## config.mk

```make
export PLATFORM = sky130hd
export DESIGN_NAME = mem_dma
export DESIGN_NICKNAME = d
export VERILOG_FILES = /design/src/rtl/mem_dma.sv
export SDC_FILE = /design/constraint.sdc
export NUM_CORES = 1
export LEC_CHECK = 0
export CAP_MARGIN = 20
export CORE_MARGIN = 2
export CORE_UTILIZATION = 51
export DETAILED_ROUTE_END_ITERATION = 7
export PLACE_DENSITY = 0.81
export SETUP_SLACK_MARGIN = 0.2
export SYNTH_ARGS = -nofsm -noshare
export SYNTH_HDL_FRONTEND = slang
export SYNTH_SLANG_ARGS = --single-unit
```

## constraint.sdc

```tcl
create_clock -name clk -period 2.97 [get_ports clk]
set_clock_uncertainty 0.05 [all_clocks]
set_input_delay 0.297 -clock clk [delete_from_list [all_inputs] [get_ports clk]]
set_output_delay 0.297 -clock clk [all_outputs]
set_load 0.02 [all_outputs]
```

## src/rtl/mem_dma.sv

```systemverilog
// ---------------------------------------------------------------------------
// mem_dma
//
// Purpose:
//   Small bus-initiator DMA engine for a local single-port RAM. It can either
//   copy a block of words from a source range to a destination range (one read
//   and one write per word) or fill a destination range with a constant
//   pattern (one write per word). Addresses wrap modulo 2^ADDR_W. The RAM never
//   stalls, and read data arrives exactly one cycle after a read request.
//
// Ports:
//   clk        : clock, all state changes on the rising edge
//   reset_n    : synchronous active-low reset
//   start      : single-cycle request, ignored while busy
//   mode       : 0 = copy src->dst, 1 = fill dst with fill_data
//   src_addr   : first source word address (copy only)
//   dst_addr   : first destination word address
//   len        : number of words to transfer (0 completes immediately)
//   fill_data  : fill pattern (fill only)
//   abort      : stop an active transfer after the current bus access
//   busy       : high while reading or writing
//   done       : one-cycle completion pulse (not raised on abort)
//   mem_wr     : byte write enables to the RAM
//   mem_rd     : read request to the RAM
//   mem_addr   : word address to the RAM
//   mem_wdata  : write data to the RAM
//   mem_rdata  : RAM read data, valid the cycle after mem_rd
// ---------------------------------------------------------------------------
module mem_dma #(
   parameter int ADDR_W = 16
) (
   input  logic              clk,
   input  logic              reset_n,
   input  logic              start,
   input  logic              mode,
   input  logic [ADDR_W-1:0] src_addr,
   input  logic [ADDR_W-1:0] dst_addr,
   input  logic [ADDR_W-1:0] len,
   input  logic [31:0]       fill_data,
   input  logic              abort,
   output logic              busy,
   output logic              done,
   output logic [3:0]        mem_wr,
   output logic              mem_rd,
   output logic [ADDR_W-1:0] mem_addr,
   output logic [31:0]       mem_wdata,
   input  logic [31:0]       mem_rdata
);

   typedef enum logic [1:0] {
      IDLE  = 2'd0,
      READ  = 2'd1,
      WRITE = 2'd2,
      DONE  = 2'd3
   } state_t;

   state_t            state_q;
   logic              mode_q;
   logic [ADDR_W-1:0] len_q;
   logic [ADDR_W-1:0] cnt_q;
   logic [ADDR_W-1:0] srcPtr_q;
   logic [ADDR_W-1:0] dstPtr_q;
   logic [31:0]       fill_q;

   logic              busy_q;
   logic              done_q;
   logic [3:0]        memWr_q;
   logic              memRd_q;
   logic [ADDR_W-1:0] memAddr_q;

   logic [ADDR_W-1:0] cntInc_d;
   logic [ADDR_W-1:0] srcInc_d;
   logic [ADDR_W-1:0] dstInc_d;
   logic              lastWord_d;

   // Incremented word counter and pointers for the word after the current
   // one. The pointers wrap naturally at the top of the address space.
   always_comb begin
      cntInc_d   = cnt_q + ADDR_W'(1);
      srcInc_d   = srcPtr_q + ADDR_W'(1);
      dstInc_d   = dstPtr_q + ADDR_W'(1);
      lastWord_d = (cntInc_d == len_q);
   end

   // Transfer FSM. Bus outputs are registered: every transition into READ or
   // WRITE loads the strobes and address that belong to the state being
   // entered, and they default back to idle values otherwise. abort is only
   // looked at in READ/WRITE, so the access already on the bus in that cycle
   // still completes. abort also takes priority over reaching the last word.
   always_ff @(posedge clk) begin
      if (!reset_n) begin
         state_q   <= IDLE;
         mode_q    <= 1'b0;
         len_q     <= '0;
         cnt_q     <= '0;
         srcPtr_q  <= '0;
         dstPtr_q  <= '0;
         fill_q    <= '0;
         busy_q    <= 1'b0;
         done_q    <= 1'b0;
         memWr_q   <= 4'h0;
         memRd_q   <= 1'b0;
         memAddr_q <= '0;
      end else begin
         busy_q  <= 1'b0;
         done_q  <= 1'b0;
         memWr_q <= 4'h0;
         memRd_q <= 1'b0;
         case (state_q)
            IDLE, DONE: begin
               if (start) begin
                  mode_q   <= mode;
                  len_q    <= len;
                  fill_q   <= fill_data;
                  cnt_q    <= '0;
                  srcPtr_q <= src_addr;
                  dstPtr_q <= dst_addr;
                  if (len == '0) begin
                     state_q <= DONE;
                     done_q  <= 1'b1;
                  end else if (!mode) begin
                     state_q   <= READ;
                     busy_q    <= 1'b1;
                     memRd_q   <= 1'b1;
                     memAddr_q <= src_addr;
                  end else begin
                     state_q   <= WRITE;
                     busy_q    <= 1'b1;
                     memWr_q   <= 4'hF;
                     memAddr_q <= dst_addr;
                  end
               end else begin
                  state_q <= IDLE;
               end
            end
            READ: begin
               if (abort) begin
                  state_q <= IDLE;
               end else begin
                  state_q   <= WRITE;
                  busy_q    <= 1'b1;
                  memWr_q   <= 4'hF;
                  memAddr_q <= dstPtr_q;
               end
            end
            WRITE: begin
               cnt_q    <= cntInc_d;
               srcPtr_q <= srcInc_d;
               dstPtr_q <= dstInc_d;
               if (abort) begin
                  state_q <= IDLE;
               end else if (lastWord_d) begin
                  state_q <= DONE;
                  done_q  <= 1'b1;
               end else if (!mode_q) begin
                  state_q   <= READ;
                  busy_q    <= 1'b1;
                  memRd_q   <= 1'b1;
                  memAddr_q <= srcInc_d;
               end else begin
                  state_q   <= WRITE;
                  busy_q    <= 1'b1;
                  memWr_q   <= 4'hF;
                  memAddr_q <= dstInc_d;
               end
            end
            default: begin
               state_q <= IDLE;
            end
         endcase
      end
   end

   // Write data cannot be registered in copy mode: the word read in READ only
   // shows up on mem_rdata during the following WRITE cycle, so it is passed
   // straight through. Outside WRITE the data bus is held at zero.
   always_comb begin
      mem_wdata = '0;
      if (state_q == WRITE) begin
         mem_wdata = mode_q ? fill_q : mem_rdata;
      end
   end

   // Registered status and bus strobes straight to the ports.
   always_comb begin
      busy     = busy_q;
      done     = done_q;
      mem_wr   = memWr_q;
      mem_rd   = memRd_q;
      mem_addr = memAddr_q;
   end

endmodule
```

### After elaboration in Yosys (flattened, before gate mapping)

Index checks and enable logic that the tools add are counted.

* add/sub/neg operators: 3
* equality and inequality tests: 9
* multiplexer cells: 50
* reduce and logical (&&, ||, !) cells: 7

Operators with widths (count)
* 2-to-1 mux 16 bit: 10
* one-hot mux 16 bit (2 select lines): 3
* 2-to-1 mux 32 bit: 2
* adder 16 x 1 -> 16 bit (second input constant): 3
* one-hot mux 16 bit (3 select lines): 1
* 2-to-1 mux 4 bit: 7
* == test 16 bit: 1
* logical NOT 16 bit: 1
* 2-to-1 mux 1 bit: 15
* 2-to-1 mux 2 bit: 7
* one-hot mux 4 bit (3 select lines): 1
* inequality test 2 bit (second input constant): 5
* one-hot mux 2 bit (3 select lines): 1
* AND reduction 5 bit: 1
* == test 2 bit (second input constant): 2
* one-hot mux 1 bit (2 select lines): 2
* AND reduction 2 bit: 2
* one-hot mux 1 bit (3 select lines): 1
* == test 2 x 1 -> 1 bit (second input constant): 1
* logical NOT 2 bit: 1
* nonzero test 2 bit: 1
* OR reduction 2 bit: 1

* register bits after elaboration: 122
* word-level logic and storage cells: 81

### Longest topological paths before layout

* depth in word-level cells: 5
* gate-level depth with buffers: 11
* gate-level depth less buffers: 9

### Worst setup path after synthesis

No wires, ideal clock.

* path kind: register -> register
* from: register cnt_q[0]
* to: register memAddr_q[14] (netlist: mem_addr[14])
* arrival time: 2.367 ns
* required time: 2.793 ns
* path slack: 0.426 ns
* cell stages (with the launch flop): 11
* cells stage by stage: dfxtp_1 > ha_1 > nand3_1 > nor2_1 > xnor2_1 > nor4_2 > nand4_4 > o211a_1 > buf_6 > buf_6 > mux2i_1

* longest elaborated chain between the ends: 4

Ends and longest elaborated chain
* from (decl): line 60 `logic [ADDR_W-1:0] cnt_q;`
* from (signal assigned): line 147 `cnt_q <= cntInc_d;`
* adder 16 x 1 -> 16 bit: line 79 `cntInc_d = cnt_q + ADDR_W'(1);`
* == test 16 bit: line 82 `lastWord_d = (cntInc_d == len_q);`
* inequality test 2 bit (no source line)
* AND reduction 5 bit (no source line)
* to (signal assigned): line 125 `memAddr_q <= src_addr;`
* to (signal assigned): line 130 `memAddr_q <= dst_addr;`
* to (signal assigned): line 143 `memAddr_q <= dstPtr_q;`
* to (decl): line 69 `logic [ADDR_W-1:0] memAddr_q;`

Every way passes these cells.
A chain may end at the register's enable or synchronous reset.

### Final worst setup path

* from: register cnt_q[6]
* to: register memAddr_q[15] (netlist: mem_addr[15])

The elaborated chain is that of the path after synthesis.

==> results.py <==
metrics = {
    "worst_setup_path": {
        "crit_required_ns": 3.26,
        "cp-start-kind": "register",
        "cp-end-kind": "register",
        "path_class": "register to register",
        "crit_arrival_ns": 3.02,
        "path_max_fanout": 16,
    },
    "floorplan": {
        "rows": 43,
        "die_h_um": 124,
        "io_pins": 172,
        "initial_core_util_pct": 52.5,
        "core_region_area_mm2": 0.0139,
        "die_width_um": 124,
        "die_area_mm2": 0.0153,
    },
    "final_layout": {
        "postLayoutCellArea_mm2": 0.00976,
        "n_antenna_cell": 0,
        "syn2layout_area_growth_pct": 33.5,
        "drive_gt1_share_pct": 7.50,
        "fin_util_pct": 70.0,
        "nets": 1256,
    },
    "sta": {
        "maxClockFrequency_mhz": 367,
        "min_period_over_period_pct": 91.8,
        "hold_viol_final": 0,
        "rsz0062_at_grt": "no",
        "slew_viol_final": 0,
        "setup_violations": 0,
        "hold_ws_ns": 0.369,
        "worstMarginPinSlew_ns": 0.763,
        "fin_crit_ns": 2.73,
        "setup_tns_ns": 0,
        "relSlewSlack_pct": 49.0,
    },
    "synth": {
        "ys.flop_type": "dfxtp_1",
        "synthCells": 1007,
        "syn_avg_cell_area_um2": 7.26,
        "synth_fa_ha_area_share_pct": 1.03,
        "synth_edf_count": 0,
        "ys_ff_latch": 119,
        "ys.warnings.count": 0,
        "synth_nets": 1130,
        "yosysUniqueCellTypes": 59,
        "ys_async_sr_fraction_pct": 0,
        "syn_area_mm2": 0.00731,
        "synth-compound-area-share_pct": 18.3,
        "synth_mux_area_share_pct": 10.2,
        "ys_seq_area_share_pct": 32.6,
        "synth_top_family_by_area": "simple AND/OR/NAND/NOR gates",
        "synth_simple_gate_area_share_pct": 27.3,
        "synth_xor_area_share_pct": 4.67,
    },
    "route": {
        "drc_errors": 0,
        "vias": 7632,
        "via_per_inst": 5.76,
        "wl_um": 22000,
        "drtAntennaViolNets": 0,
        "drt_iter0_drc": 573,
        "wire_per_inst_um": 16.6,
        "drtPass1Iterations": 5,
    },
    "pwr": {
        "p_leak_nw": 3.53,
        "power_density_mw_per_mm2": 511,
        "worst_ir_drop_vdd_mv": 0.399,
    },
    "clocking": {
        "cts_setup_buffers": 0,
        "clock_path_buffers": 2,
        "path_clk_slew_ns": 0.06,
        "clock_sinks": 119,
        "root_buffer": "clkbuf_16",
        "cts_tree": "yes",
        "htree_num_levels": 4,
        "insertion_delay_ns": 0.43,
        "numCtsBuffers": 17,
    },
    "flow_run": {
        "maxCapViolCount": 0,
    },
    "placed_design": {
        "post_dp_cell_area_mm2": 0.00908,
        "io_buffers": 171,
        "dp_hpwl_um": 14900,
        "gp_congestion": 0.916,
    },
    "grt": {
        "antenna_found_initial": 0,
        "gr-total-overflow": 0,
        "grt_max_degree": 54,
        "grt_pass1_wl_um": 34700,
        "grt_pass1_vias": 7074,
        "grt_use_total_pct": 28.9,
    },
    "worst_hold_path": {
        "hold_path_class": "input pin to register",
    },
    "status": {
        "status": "completed",
    },
}
[cell type report]
type | instances | area, um2
well taps | 180 | 225
clock buffers | 22 | 484
repair buffers | 190 | 1890
flip-flops and latches | 119 | 2390
multi-input cells | 784 | 4520
fillers | 1130 | 4180
clock inverters | 10 | 166
inverters | 21 | 78.8
[kinds of logic after synthesis]
logic type,after synthesis
xor gates and xnor gates,39
DFF,119
adders and majority gates,6
AOI/OAI and AO/OA,228
buffers and inverters,104
muxes,73
and+or+nand+nor,438
[through the flow]
step	power, mW	setup WS [ns]	instances
after detailed placement	2.75	0.171	1294
after global placement	2.73	0.236	1294
after global routing	5.17	0.203	1326
final	4.98	0.243	1326
after floorplan	2.36	0.426	1007
after CTS	5.00	0.207	1326
[synth_stat cells, drive strengths merged, types with 2 or more instances]
cell	n	area, um2
xor2	12	105
a21oi	119	599
dfxtp	119	2380
nand4	16	130
a221oi	4	35.0
o22ai	14	87.6
nand3b	2	15.0
nor2b	10	62.6
and2	18	113
nor2	98	368
ha	6	75.1
and3	5	31.3
buf	22	123
o311ai	2	17.5
or3	3	18.8
o22a	3	26.3
inv	21	78.8
o21ai	39	195
mux2	14	158
nand2b	7	43.8
nor4	8	56.3
o2bb2ai	3	26.3
a22oi	6	45.0
a311oi	2	17.5
nor3	31	155
o221ai	3	26.3
o31ai	7	52.6
o21a	2	15.0
and4	6	52.6
xnor2	27	236
nand3	20	100
nand2	204	766
mux2i	59	591
or4	4	33.8
or2	2	12.5
a211oi	13	97.6
clkbuf	61	229
[worst max-delay path, cell delays in order (launching register included)]
cell and delay [ns]:
dfxtp_1 0.46, and4_1 0.34, nand4_4 0.17, or4_4 0.55
a21oi_2 0.19, nand4_4 0.17, o211a_1 0.25, buf_4 0.22
mux2i_1 0.21
[power by group]
group	internal (mW)	leakage (nW)	switching [mW]
logic	0.449	2.24	0.480
clock network	1.50	0.313	0.757
registers	1.70	0.978	0.0975
total	3.65	3.53	1.33
[flip-flops by register name, indices dropped and copies added (netlist names)]
name / count
busy: 1
mem_rd: 1
mem_addr: 16
cnt_q: 16
len_q: 16
mode_q: 1
mem_wr: 1
srcPtr_q: 16
dstPtr_q: 16
fill_q: 32
done: 1
state_q: 2
[final timing paths]
| kind | from | end | slack [ns] | depth (start not counted) |
|---|---|---|---|---|
| setup / recovery | cnt_q[6] | mem_addr[15] | 0.24 | 8 |
| hold / removal | fill_data[0] | fill_q[0] | 0.37 | 3 |
| setup reg to reg | cnt_q[6] | mem_addr[15] | 0.24 | 8 |
| hold reg to reg | mem_addr[14] | mem_addr[14] | 0.41 | 2 |
[what timing repair did]
action / in CTS / in global routing
resized for setup: 3 / 8
endpoints found under the hold margin: 0 / 0
hold buffers: 0 / 0
endpoints found under the setup margin: 16 / 19
[per-layer routing]
metal  vias up  global-route usage (%)  share of wire, %
met5         -                       0                 0
met2       330                    47.5                48
li1       3749                       -                 -
met3        68                    6.46               7.0
met4         0                    13.6               3.8
met1      3485                    36.0                41
[layout by cell type (no fill, tap or decap), types with 10 or more instances in the layout]
cell,count
clkdlybuf4s50_1,171
nand2_1,204
mux2i_1,59
nor3_1,31
nor2_1,96
o21ai_0,39
nand3_1,19
nor2b_1,10
nand4_1,14
a211oi_1,13
and2_1,17
buf_4,16
o22ai_1,14
mux2_2,14
a21oi_1,118
inv_1,19
dfxtp_1,115
xnor2_1,27
clkbuf_16,17
xor2_1,12
Note: power is estimated with default switching activity, not from simulation.
